==> src/rtl/ps2_host_tx.sv <==
// PS/2 host-to-device command transmitter with open-collector line control.
// Define PS2_TX_GLITCH_FILTER_EN to add an 8-sample stable filter on PS2_CLK.
`timescale 1ns/1ps
module ps2_host_tx #(
    parameter int CLK_FREQ   = 50000000,
    parameter int INHIBIT_US = 100,
    parameter int TIMEOUT_US = 15000
) (
    input  logic       clk,
    input  logic       clr,
    input  logic [7:0] tx_data,
    input  logic       tx_valid,
    output logic       tx_ready,
    input  logic       ps2_clk_in,
    input  logic       ps2_data_in,
    output logic       ps2_clk_oe,
    output logic       ps2_data_oe,
    output logic       busy,
    output logic       tx_done,
    output logic       tx_err
);

    localparam int CYC_US      = CLK_FREQ / 1000000;
    localparam int INHIBIT_CYC = INHIBIT_US * CYC_US;
    localparam int TIMEOUT_CYC = TIMEOUT_US * CYC_US;
    localparam int MAX_A       = (INHIBIT_CYC > TIMEOUT_CYC) ? INHIBIT_CYC : TIMEOUT_CYC;
    localparam int MAX_CYC     = (MAX_A > CYC_US) ? MAX_A : CYC_US;
    localparam int CW          = $clog2(MAX_CYC + 1);

    localparam logic [CW-1:0] INHIBIT_LAST = CW'(INHIBIT_CYC - 1);
    localparam logic [CW-1:0] REQ_LAST     = CW'(CYC_US - 1);
    localparam logic [CW-1:0] TIMEOUT_LAST = CW'(TIMEOUT_CYC - 1);

    typedef enum logic [2:0] {
        IDLE,
        INHIBIT,
        REQ,
        SEND,
        ACK,
        WAIT_IDLE,
        DONE
    } state_t;

    state_t        state;
    logic [CW-1:0] cnt;
    logic [3:0]    bitcnt;
    logic [9:0]    frame;
    logic          nack;

    logic clk_s1, clk_s2;
    logic data_s1, data_s2;
    logic clk_edge_src;
    logic clk_prev;
    logic fall;
    logic timed_out;

    // Lines idle high, so the synchronizers reset to 1 to avoid a false fall.
    always_ff @(posedge clk) begin
        if (clr) begin
            clk_s1  <= 1'b1;
            clk_s2  <= 1'b1;
            data_s1 <= 1'b1;
            data_s2 <= 1'b1;
        end else begin
            clk_s1  <= ps2_clk_in;
            clk_s2  <= clk_s1;
            data_s1 <= ps2_data_in;
            data_s2 <= data_s1;
        end
    end

`ifdef PS2_TX_GLITCH_FILTER_EN
    logic [2:0] filt_cnt;
    logic       clk_filt;

    always_ff @(posedge clk) begin
        if (clr) begin
            filt_cnt <= 3'd0;
            clk_filt <= 1'b1;
        end else if (clk_s2 == clk_filt) begin
            filt_cnt <= 3'd0;
        end else if (filt_cnt == 3'd7) begin
            filt_cnt <= 3'd0;
            clk_filt <= clk_s2;
        end else begin
            filt_cnt <= filt_cnt + 3'd1;
        end
    end

    assign clk_edge_src = clk_filt;
`else
    assign clk_edge_src = clk_s2;
`endif

    always_ff @(posedge clk) begin
        if (clr) clk_prev <= 1'b1;
        else     clk_prev <= clk_edge_src;
    end

    assign fall = clk_prev & ~clk_edge_src;

    assign timed_out = ((state == SEND) || (state == ACK) || (state == WAIT_IDLE))
                       && (cnt == TIMEOUT_LAST);

    always_ff @(posedge clk) begin
        if (clr) begin
            state       <= IDLE;
            tx_ready    <= 1'b1;
            ps2_clk_oe  <= 1'b0;
            ps2_data_oe <= 1'b0;
            busy        <= 1'b0;
            tx_done     <= 1'b0;
            tx_err      <= 1'b0;
            cnt         <= '0;
            bitcnt      <= 4'd0;
            frame       <= 10'd0;
            nack        <= 1'b0;
        end else begin
            tx_done <= 1'b0;
            tx_err  <= 1'b0;
            if (timed_out) begin
                ps2_clk_oe  <= 1'b0;
                ps2_data_oe <= 1'b0;
                tx_done     <= 1'b1;
                tx_err      <= 1'b1;
                state       <= DONE;
            end else begin
                case (state)
                    IDLE: begin
                        if (tx_valid) begin
                            frame      <= {1'b1, ~^tx_data, tx_data};
                            tx_ready   <= 1'b0;
                            busy       <= 1'b1;
                            ps2_clk_oe <= 1'b1;
                            cnt        <= '0;
                            nack       <= 1'b0;
                            state      <= INHIBIT;
                        end
                    end
                    INHIBIT: begin
                        if (cnt == INHIBIT_LAST) begin
                            cnt         <= '0;
                            ps2_data_oe <= 1'b1;
                            state       <= REQ;
                        end else begin
                            cnt <= cnt + 1'b1;
                        end
                    end
                    REQ: begin
                        if (cnt == REQ_LAST) begin
                            cnt        <= '0;
                            bitcnt     <= 4'd0;
                            ps2_clk_oe <= 1'b0;
                            state      <= SEND;
                        end else begin
                            cnt <= cnt + 1'b1;
                        end
                    end
                    SEND: begin
                        cnt <= cnt + 1'b1;
                        if (fall) begin
                            ps2_data_oe <= ~frame[bitcnt];
                            bitcnt      <= bitcnt + 4'd1;
                            if (bitcnt == 4'd9) state <= ACK;
                        end
                    end
                    ACK: begin
                        cnt <= cnt + 1'b1;
                        if (fall) begin
                            nack  <= data_s2;
                            state <= WAIT_IDLE;
                        end
                    end
                    WAIT_IDLE: begin
                        cnt <= cnt + 1'b1;
                        if (clk_s2 && data_s2) begin
                            tx_done <= 1'b1;
                            tx_err  <= nack;
                            state   <= DONE;
                        end
                    end
                    DONE: begin
                        tx_ready <= 1'b1;
                        busy     <= 1'b0;
                        state    <= IDLE;
                    end
                    default: state <= IDLE;
                endcase
            end
        end
    end

endmodule

==> config.mk <==
export PLATFORM = sky130hd
export DESIGN_NAME = ps2_host_tx
export DESIGN_NICKNAME = d
export VERILOG_FILES = /design/src/rtl/ps2_host_tx.sv
export SDC_FILE = /design/constraint.sdc
export NUM_CORES = 1
export LEC_CHECK = 0
export ABC_AREA = 1
export CORE_ASPECT_RATIO = 1.1
export CORE_MARGIN = 2
export CORE_UTILIZATION = 55
export CTS_CLUSTER_DIAMETER = 60
export DETAILED_ROUTE_END_ITERATION = 6
export PLACE_DENSITY = 0.75
export SLEW_MARGIN = 10
export SYNTH_ARGS = -nofsm -noshare
export SYNTH_HDL_FRONTEND = slang
export SYNTH_SLANG_ARGS = --single-unit
==> constraint.sdc <==
create_clock -name clk -period 4.15 [get_ports clk]
set_input_delay 0.83 -clock clk [delete_from_list [all_inputs] [get_ports clk]]
set_output_delay 0.83 -clock clk [all_outputs]
set_load 0.01 [all_outputs]
# After elaboration in Yosys (flattened, before gate mapping)
# Index checks and enable logic that the tools add are counted.
[totals]
reg_bits = 49
inputBits = 13
out_inout_bits = 6
word_cells = 106
[classes]
n_addsub = 2
n_lt_le_gt_ge = 1
n_eq_ne = 24
n_mux = 35
bitwise_logic = 4
reduce_logical = 23
[op_table]
columns = ["op", "n"]
rows = [
  ["$pmux 20 s4", 1],
  ["$mux 20", 3],
  ["$mux 3", 8],
  ["$add 20x1->20 const B", 1],
  ["$eq 20x13->1 const B", 1],
  ["$eq 20x20->1 const B", 1],
  ["$eq 20x6->1 const B", 1],
  ["$pmux 3 s6", 1],
  ["$ne 3x3->1 const B", 5],
  ["$reduce_and 3->1", 5],
  ["$reduce_and 7->1", 2],
  ["$mux 1", 13],
  ["$ne 2x2->1 const B", 5],
  ["$pmux 1 s2", 5],
  ["$reduce_bool 2->1", 5],
  ["$eq 3x3->1 const B", 3],
  ["$mux 4", 2],
  ["$pmux 4 s2", 1],
  ["$reduce_and 4->1", 2],
  ["$reduce_xnor 8->1", 1],
  ["$eq 3x2->1 const B", 2],
  ["$ne 3x2->1 const B", 2],
  ["$lt 4x5->1 const B", 1],
  ["$add 4x1->4 const B", 1],
  ["12 further kinds", 17],
]

# Logic depth before layout (Yosys ltp)
# Gate-level depths: netlist (run 1).
[depth]
word_depth = 6
mapped_depth = 13
ltp_nobuf = 12

# Worst setup path before layout (run 1)
# No wires, ideal clock.
[synth_path]
kind = "flip-flop to flip-flop"
from = "reg cnt[0]"
to = "reg cnt[19]"
setup_ns = 0.115
t_arrival_ns = 1.547
t_required_ns = 4.035
path_slack_ns = 2.488
stages_incl_launch_ff = 12
path_buffers = 1
synth_period_minus_slack_ns = 1.662
path_cell_list = "dfxtp_1 ha_1 nand2_2 nor2_2 inv_1 nor2_2 nand3_4 nand3_4 buf_8 nor2_2 a21oi_1 nor2_1"
[synth_via]
elab_chain_cells = 4
elab_cells_between_ends = 10
cone_classes = "add/sub (1); eq/ne (3); mux (3); bitwise (1); reduce/logical (2)"
[synth_rtl]
columns = ["item", "line_no", "source"]
rows = [
  ["start: declaration", "45", "logic [CW-1:0] cnt;"],
  ["start signal: assignment", "146", "cnt <= cnt + 1'b1;"],
  ["start signal: assignment", "156", "cnt <= cnt + 1'b1;"],
  ["start signal: assignment", "160", "cnt <= cnt + 1'b1;"],
  ["parallel branches: the longest is 4 deep, another holds $add 20x1->20", "n/a", ""],
]
# Several ways; the timed one is not identified.
# A chain may end at the register's enable or synchronous reset.

# Worst setup path after layout (run 1)
[layout_path]
from = "in clr"
to = "reg state[0]"
[layout_via]
elab_chain_cells = 1
[layout_rtl]
columns = ["item", "line_no", "source"]
rows = [
  ["start: declaration", "10", "input logic clr,"],
  ["$reduce_or 2->1 (no line)", "n/a", ""],
  ["end signal: assignment", "107", "state <= IDLE;"],
  ["end signal: assignment", "126", "state <= DONE;"],
  ["end signal: assignment", "137", "state <= INHIBIT;"],
  ["end: declaration", "44", "state_t state;"],
]
# Every way passes these cells.

==> metrics.cfg, run 1 <==
[logic_synthesis]
synth-seq-area-share_pct = 33.08
netlist_instances = 462
synth_async_sr_flop_share_pct = 0
synth-edff-count = 0
yosys_warnings = 0
synth_flop_cell = dfxtp_1
ys_types = 35
synth.most_common_cell = nand2_1
synth_area_leaders = dfxtp_1, nand2_1, nor2_1, inv_1, o21ai_0
yosys.area.top_type = dfxtp_1
syn_area_um2 = 2965
synth_seq_cells = 49
synth_area_per_cell_um2 = 6.418
syn_nets = 479
yosysTopAreaCellShare_pct = 33.08
synth_common_cells = nand2_1, nor2_1, inv_1

[global_route]
grt_pass1_wl_um = 12590
antenna_found_initial = 0
grt_usage_pct = 27.51
globalRouteMet1Util_pct = 32.37
grt_use_met2_pct = 48.48
grt_busiest_layer = met2
grt_max_degree = 26
grtUsageMet3_pct = 4.218
gr-total-overflow = 0
grt_pass1_vias = 2773

[routing]
post-route-drc-count = 0
viasPerCell = 5.286
routed_wl_um = 7619
wl_per_cell_um = 13.70
ant_nets = 0
dr.pass1.iters = 5
drt_iter0_drc = 195
via_count = 2939

[cts]
clock-sinks = 49
cts.path.max_buffers = 2
cts_made_buffers = 5
ctsResizeCount = 0
insertion_delay_ps = 310
cts_tree = done
h-tree-depth = 2
clk_transition_reported_paths_ps = 90
cts_setup_buffers = 0
ctsHoldBuffers = 0
cts-root-buf = clkbuf_8

[run_status]
status = complete, no violations

[pwr]
p_total_mw = 1.568
power.leakage_nw = 1.377
p_per_area_nw_per_um2 = 475.5
ir_worst_vdd_uv = 356.5

[critical_path]
path_cells = clkdlybuf4s50_1, inv_1, nand2_1, nor2_1, nand2_1, nor2_1
critPathRequiredTime_ps = 4400
critPathBufInv = 2
cp_slowest_stage_delay_ps = 690
end_kind = flop
worstSetupPathType = in2reg
arrival_ps = 2650
startpoint_type = primary input
cp_slowest_cell = clkdlybuf4s50_1
path_delay_family = buffers and inverters
worstPathMaxFanout = 22

[sta]
tns_ps = 0
skew_ps = 9.835
layout_setup_ws_ps = 1741
worst_slew_pin_slew_ps = 676.7
rsz0062_at_grt = no
fmax_mhz = 415.1
final.period_utilization_pct = 58.04
finalSetupViolations = 0
drv_slew = 0
period_needed_ps = 2409
hold_viol_final = 0
slew_headroom_pct = 54.84

[finish]
utilization_pct = 62.35
area_growth_syn_to_layout_pct = 11.22
drive_above_1_share_pct = 9.563
stdcell_count = 556
finalNetCount = 497
antenna_cells = 0

[floorplan]
rows = 28
die_area_um2 = 5996
die_x_um = 74.01
ioPinCount = 19
coreArea_um2 = 5290
fp.dieH_um = 81.01
start_util_pct = 56.05

[placement]
place_inst = 548
pre_cts_slack_ps = 1379
io_buffers = 18
dp_hpwl_um = 5887
gp_congestion = 0.9705

[hold_path]
worstHoldPathType = reg2reg

[job]
cap_violations = 0

## final timing paths
check,from,endpoint,slack [ps],cells past startpoint
max,clr,state[0],1740,6
min,clk_s1,clk_edge_src,430,1
max reg2reg,cnt[0],cnt[8],1920,11
min reg2reg,clk_s1,clk_edge_src,430,1
## power by group
group	internal [mW]	switching [mW]
Combinational	0.201	0.396
Clock	0.197	0.163
Sequential	0.557	0.0552
## metal layers
metal	routed length (um)	vias up
met1	3249	1338
met4	308	0
li1	-	1501
met5	0	-
met3	273	24
met2	3787	76
## layout make-up
class / count / area (um^2)
fill: 510 / 1992
sequential: 49 / 980.9
clock buffer: 7 / 86.33
tap: 75 / 93.84
timing repair buffer: 18 / 180.2
clock inverter: 1 / 30.03
inverter: 66 / 247.7
multi-input combinational: 340 / 1679
## layout by cell type (no fill, tap or decap), types with 2 or more instances in the layout
master / n
nor2_1: 79
nand3_1: 28
clkbuf_8: 6
nand2_2: 2
a21oi_1: 28
xnor2_1: 5
nand3_4: 3
o21ai_1: 2
dfxtp_1: 49
ha_1: 4
o21ai_0: 31
or2_2: 7
nand2_1: 105
xor2_1: 4
nor2_2: 11
nand3_2: 2
nand4_1: 11
nor3_1: 5
inv_1: 58
o211ai_1: 4
inv_2: 8
clkdlybuf4s50_1: 18
## logic make-up after synthesis
family / Yosys count / synth area share (%)
compound gates: 69 / 12.36
xor+xnor: 9 / 2.658
flops: 49 / 33.08
simple gates: 258 / 39.92
buf+inv: 73 / 10.29
fa+ha+maj: 4 / 1.688
## registers in the layout (all words and copies together), names as in the netlist, 3 cells and up
register and count:
frame 10, cnt 20, bitcnt 4, state 3
## worst reg2reg max path: cells and delay by family, from the launching register on
| kind | cells | cell delay (ps) |
|---|---|---|
| DFF | 1 | 420 |
| buffers and inverters | 1 | 110 |
| and+or+nand+nor | 9 | 1280 |
| adders and majority gates | 1 | 350 |
## per-stage QoR
step           hold WS [ps]  area (um^2)
6_report              426.7         3298
2_1_floorplan         389.5         2965
5_1_grt               456.4         3298
3_5_place_dp          406.6         3182
3_3_place_gp          394.1         3182
4_1_cts               424.6         3298
(Power assumes the default switching activity.)
==> inputs of run 2 (changes only) <==
--- a/config.mk
+++ b/config.mk
@@ -8,7 +8,7 @@
 export ABC_AREA = 1
 export CORE_ASPECT_RATIO = 1.1
 export CORE_MARGIN = 2
-export CORE_UTILIZATION = 55
+export CORE_UTILIZATION = 53
 export CTS_CLUSTER_DIAMETER = 60
 export DETAILED_ROUTE_END_ITERATION = 6
 export PLACE_DENSITY = 0.75
==> constraint.sdc (replaced) <==
create_clock -name clk -period 2.2 [get_ports clk]
set_input_delay 0.44 -clock clk [delete_from_list [all_inputs] [get_ports clk]]
set_output_delay 0.44 -clock clk [all_outputs]
set_load 0.01 [all_outputs]
==> run 2 against run 1 <==
- register-to-register slack worse by 1600 ps
- critical path depth is 6 higher
- non-clock buffer count is 5 higher
- critical path type is now reg2reg
==> metrics.cfg, run 2 (synthesized netlist as in run 1, its figures left out) <==
[finish]
reg_top3 = cnt x20, frame x10, bitcnt x4
antenna_cells = 0  ; unchanged
largest_reg_flops = 20  ; unchanged
seqCellArea_um2 = 980.9  ; unchanged
stdcell_count = 562  ; +1.1%
top_register = cnt
drive_above_1_share_pct = 11.09  ; +1.5 points
layout_common_cells = nand2_1, nor2_1, inv_1
utilization_pct = 62.45  ; +0.11 points
finalNetCount = 503  ; +1.2%
final_common_cell = nand2_1
multiInputGateArea_um2 = 1692  ; +0.75%
fillers = 503  ; -1.4%
area_growth_syn_to_layout_pct = 13.63

[cts]
clock-sinks = 49  ; unchanged
ctsResizeCount = 0  ; unchanged
cts_made_buffers = 5  ; unchanged
clk_transition_reported_paths_ps = 100  ; about the same
h-tree-depth = 2  ; unchanged
cts_setup_buffers = 0  ; unchanged
cts_tree = done
cts.path.max_buffers = 2  ; unchanged
ctsHoldBuffers = 0  ; unchanged
cts-root-buf = clkbuf_8
insertion_delay_ps = 300  ; about the same

[routing]
ant_nets = 0  ; unchanged
wl_per_cell_um = 13.39  ; -2.3%
viasPerCell = 5.390  ; +2.0%
drt_iter0_drc = 209  ; +7.2%
routed_wl_um = 7527  ; -1.2%
via_count = 3029  ; +3.1%
post-route-drc-count = 0  ; unchanged
dr.pass1.iters = 5  ; unchanged

[critical_path]
startpoint_type = flop
worstSetupPathType = reg2reg
worstPathMaxFanout = 6  ; -73%
critPathRequiredTime_ps = 2390  ; -2010 ps
r2r_slack_ps = 280  ; -1640 ps
end_kind = flop
arrival_ps = 2110  ; -540 ps

[global_route]
gr-total-overflow = 0  ; unchanged
antenna_found_initial = 0  ; unchanged
grt_pass1_wl_um = 12260  ; -2.6%
grt_max_degree = 26  ; unchanged
grt_pass1_vias = 2761  ; -0.43%
grt_usage_pct = 25.69  ; -1.8 points

[sta]
hold_viol_final = 0  ; unchanged
drv_slew = 0  ; unchanged
final.period_utilization_pct = 87.38
fin_hold_ws_ps = 419.1  ; -7.624 ps
tns_ps = 0  ; unchanged
skew_ps = 5.893  ; -3.942 ps
slew_headroom_pct = 75.01  ; +20 points
fmax_mhz = 520.2
finalSetupViolations = 0  ; unchanged
period_needed_ps = 1922
rsz0062_at_grt = no
worst_slew_pin_slew_ps = 374.8  ; -301.9 ps

[floorplan]
start_util_pct = 54.96  ; -1.1 points
fp.dieH_um = 82.45  ; +1.8%
die_area_um2 = 6210  ; +3.6%
rows = 28  ; unchanged
coreArea_um2 = 5395  ; +2.0%
die_x_um = 75.32  ; +1.8%
ioPinCount = 19  ; unchanged

[job]
cap_violations = 0  ; unchanged

[placement]
io_buffers = 18  ; unchanged
gp_congestion = 1.038  ; +6.9%
dp_hpwl_um = 5760  ; -2.1%
place_inst = 553  ; +0.91%

[pwr]
p_per_area_nw_per_um2 = 911.1  ; +92%
power.leakage_nw = 1.421  ; +3.2%
ir_worst_vdd_uv = 666.2  ; +87%

[hold_path]
worstHoldPathType = reg2reg

[run_status]
status = complete, no violations

[run 2: routing by layer]
layer  vias up  wire [um]  GRT usage [%]  part of all wire, %
met5         -          0              0                    0
li1       1521          -              -                    -
met2       131       3588          44.09                   48
met4         0        328          14.39                  4.4
met1      1344       3217          30.31                   43
met3        33        393          3.641                  5.2
[run 2: worst paths after layout]
path                from      endpoint  cells after the start
setup / recovery  cnt[0]       cnt[16]                     12
hold / removal    clk_s1  clk_edge_src                      1
setup reg to reg  cnt[0]       cnt[16]                     12
hold reg to reg   clk_s1  clk_edge_src                      1
[run 2: worst max-delay path: stages (launching register included)]
cell	delay, ps
dfxtp_1	410
ha_2	290
nand2_2	80
nor2_2	140
nand2_1	140
nor2_2	130
nand2_1	110
nor2_2	140
nand2_1	80
nor2_2	120
nand2_1	70
nand2_1	70
nor2_1	30
[run 2: final cells by class]
cell class / count / area share (%)
Inverter: 66 / 7.352
Clock buffer: 5 / 2.042
Clock inverter: 3 / 2.042
Multi-Input combinational cell: 341 / 50.20
Tap cell: 75 / 2.785
Sequential cell: 49 / 29.11
Timing Repair Buffer: 23 / 6.461
[run 2: metrics by stage]
step	instance area [um^2]	power [mW]	setup slack, ps
after floorplan	2965	2.029	537.7
after global placement	3219	2.260	205.5
after detailed placement	3219	2.289	170.5
after CTS	3357	3.064	140.3
after global routing	3369	3.268	68.39
final	3369	3.070	277.6
[run 2: where the power goes]
part / switching (mW) / internal, mW
Clock: 0.317 / 0.458
Combinational: 0.761 / 0.387
Sequential: 0.0977 / 1.05
Total: 1.18 / 1.89
==> inputs of run 3 (changes only) <==
--- a/config.mk
+++ b/config.mk
@@ -5,13 +5,13 @@
 export SDC_FILE = /design/constraint.sdc
 export NUM_CORES = 1
 export LEC_CHECK = 0
-export ABC_AREA = 1
-export CORE_ASPECT_RATIO = 1.1
+export ABC_AREA = 0
+export CORE_ASPECT_RATIO = 0.7
 export CORE_MARGIN = 2
 export CORE_UTILIZATION = 53
 export CTS_CLUSTER_DIAMETER = 60
 export DETAILED_ROUTE_END_ITERATION = 6
-export PLACE_DENSITY = 0.75
+export PLACE_DENSITY = 0.76
 export SLEW_MARGIN = 10
 export SYNTH_ARGS = -nofsm -noshare
 export SYNTH_HDL_FRONTEND = slang
==> run 3 against run 2 <==
- the run now ends with setup timing left
- cell area increased by 1.5%
- routed wire length decreased by 13%
- synthesized cell count decreased by 30%
- count of clock-buffer cells in the layout increased by 2
- utilization increased by 7.5 points
- critical path type unchanged
- area after synthesis decreased by 7.5%
- via count decreased by 17%
- cell count decreased by 21%
==> metrics.cfg, run 3 <==
[critical_path]
path_delay_family = simple AND/OR/NAND/NOR gates
critPathRequiredTime_ps = 2380  ; about the same
startpoint_type = flop
crit_top_cell = or4_4
path_cells = or4_4, or4_4, o21ai_4, and2_4, a31o_4, buf_16, a31oi_1
end_kind = flop
critPathBufInv = 1  ; +1
cp_slowest_cell = or4_4
worstSetupPathType = reg2reg
arrival_ps = 2540  ; +430 ps
cp_slowest_stage_delay_ps = 600  ; +190 ps
worstPathMaxFanout = 7  ; +1

[routing]
dr.pass1.iters = 4  ; -1
drt_iter0_drc = 228  ; +9.1%
post-route-drc-count = 0  ; unchanged
viasPerCell = 5.628  ; +4.4%
via_count = 2499  ; -17%
wl_per_cell_um = 14.79  ; +10%
ant_nets = 0  ; unchanged
routed_wl_um = 6566  ; -13%

[sta]
finalSetupViolations = 27  ; +27
slew_headroom_pct = 51.82  ; -23 points
rsz0062_at_grt = yes
layout_setup_ws_ps = -160.1  ; -437.7 ps
final.period_utilization_pct = 107.3  ; +20 points
fmax_mhz = 423.7  ; -19%
skew_ps = 5.702  ; -0.1909 ps
period_needed_ps = 2360  ; +437.7 ps
fin_hold_ws_ps = 428.0  ; +8.920 ps
hold_viol_final = 0  ; unchanged
worst_slew_pin_slew_ps = 713.0  ; +338.2 ps
drv_slew = 0  ; unchanged

[run_status]
violations = setup timing
status = finished with violations

[logic_synthesis]
synth_area_per_cell_um2 = 8.465  ; +32%
synth-seq-area-share_pct = 35.77  ; +2.7 points
netlist_instances = 324  ; -30%
synth.most_common_cell = dfxtp_1
ys_types = 54  ; +54%
synth_common_cells = dfxtp_1, nand2_1, nor2_1
synth_seq_cells = 49  ; unchanged
syn_nets = 341  ; -29%
synth_area_leaders = dfxtp_1, nand2_1, a21oi_1, xor2_1, nor2_4
synth_async_sr_flop_share_pct = 0  ; unchanged
yosysTopAreaCellShare_pct = 35.77  ; +2.7 points
yosys.area.top_type = dfxtp_1
synth_flop_cell = dfxtp_1
syn_area_um2 = 2743  ; -7.5%
synth-edff-count = 0  ; unchanged
yosys_warnings = 0  ; unchanged

[finish]
top_register = cnt
final_common_cell = dfxtp_1
largest_reg_flops = 20  ; unchanged
finalNetCount = 392  ; -22%
reg_top3 = cnt x20, frame x10, bitcnt x4
utilization_pct = 69.97  ; +7.5 points
fillers = 407  ; -19%
layout_common_cells = dfxtp_1, nand2_1, buf_4
antenna_cells = 0  ; unchanged
area_growth_syn_to_layout_pct = 24.68
postLayoutCellArea_um2 = 3420  ; +1.5%
drive_above_1_share_pct = 24.27  ; +13 points

[global_route]
gr-total-overflow = 0  ; unchanged
antenna_found_initial = 0  ; unchanged
grt_usage_pct = 23.73  ; -2.0 points
grt_max_degree = 30  ; +15%
grt_pass1_vias = 2377  ; -14%
grt_pass1_wl_um = 11090  ; -9.6%

[floorplan]
start_util_pct = 56.12  ; +1.2 points
ioPinCount = 19  ; unchanged
fp.dieH_um = 64.19  ; -22%
coreArea_um2 = 4887  ; -9.4%
rows = 21  ; -25%
die_area_um2 = 5775  ; -7.0%
die_x_um = 89.98  ; +19%

[placement]
io_buffers = 18  ; unchanged
gp_congestion = 0.8938  ; -14%
postPlaceCellArea_um2 = 3252  ; +1.0%
dp_hpwl_um = 4869  ; -15%

[cts]
h-tree-depth = 2  ; unchanged
cts_made_buffers = 5  ; unchanged
ctsHoldBuffers = 0  ; unchanged
clk_transition_reported_paths_ps = 90  ; about the same
insertion_delay_ps = 290  ; about the same
cts-root-buf = clkbuf_8
cts_tree = done
clock-sinks = 49  ; unchanged
cts.path.max_buffers = 2  ; unchanged

[job]
cap_violations = 0  ; unchanged

[pwr]
p_per_area_nw_per_um2 = 769.8  ; -16%
ir_worst_vdd_uv = 523.5  ; -21%
power.leakage_nw = 1.263  ; -11%
p_total_mw = 2.632  ; -14%

[hold_path]
worstHoldPathType = reg2reg

==> run 3: changes by cell type in the layout (fill, tap and decap cells not counted), moves of 7 or more <==
cell      delta
xnor2_1      +7
buf_4       +34
nor2_4      +10
nand2b_1     +7
xor2_1       +9
o21ai_0     -25
nand2_1     -64
inv_2        -8
nor2_2      -11
nand3_1     -12
nor2_1      -52
inv_1       -51
==> run 3: repair_timing <==
action                                  4_1_cts  5_1_grt
pin swaps                                    10        5
endpoints found under the setup margin       28       28
cloned                                        1        0
gates resized for setup                       7        6
buffers inserted                              0        0
==> run 3: logic make-up (layout without fill, tap and decap cells) <==
kind of cell / count (synthesis) / in the layout / share of synthesized area [%]
AOI/OAI and AO/OA: 56 / 56 / 13.00
xor gates and xnor gates: 25 / 25 / 7.984
adders and majority gates: 4 / 4 / 1.825
buffers and inverters: 23 / 74 / 4.289
DFF: 49 / 49 / 35.77
muxes: 3 / 3 / 2.053
and+or+nand+nor: 164 / 164 / 35.08
==> run 3: layer usage <==
layer / GRT usage, % / vias up / part of all wire (%)
met5: 0 / - / 0
met4: 6.538 / 0 / 1.1
met3: 4.717 / 8 / 7.0
met2: 36.65 / 80 / 43
met1: 33.94 / 1179 / 49
li1: - / 1232 / -
==> run 3: cell type report <==
| class | count | area (um^2) | area share, % |
|---|---|---|---|
| clock buffer | 7 | 86.33 | 2.525 |
| tap | 69 | 86.33 | 2.525 |
| sequential | 49 | 985.9 | 28.83 |
| multi-input combinational | 252 | 1703 | 49.80 |
| timing repair buffer | 60 | 531.8 | 15.55 |
| inverter | 7 | 26.28 | 0.7684 |
==> run 3: metrics by stage <==
stage | worst slack, ps | std cells | setup TNS, ps
2_1_floorplan | -163.2 | 324 | -2027
6_report | -160.1 | 444 | -3408
5_1_grt | -189.4 | 444 | -4681
4_1_cts | -132.9 | 444 | -2716
3_5_place_dp | -240.6 | 436 | -4512
3_3_place_gp | -216.2 | 436 | -3965
==> run 3: path summary, 6_finish.rpt <==
path                        to  cells after the start    start  slack [ps]
setup reg to reg        cnt[7]                      7  cnt[10]        -160
hold / removal    clk_edge_src                      1   clk_s1         430
hold reg to reg   clk_edge_src                      1   clk_s1         430
setup / recovery        cnt[7]                      7  cnt[10]        -160
==> run 3: power breakdown <==
group          internal, mW  switching, mW
Sequential            0.969         0.0398
Combinational         0.513          0.579
Clock                 0.250          0.281
Total                  1.73          0.900
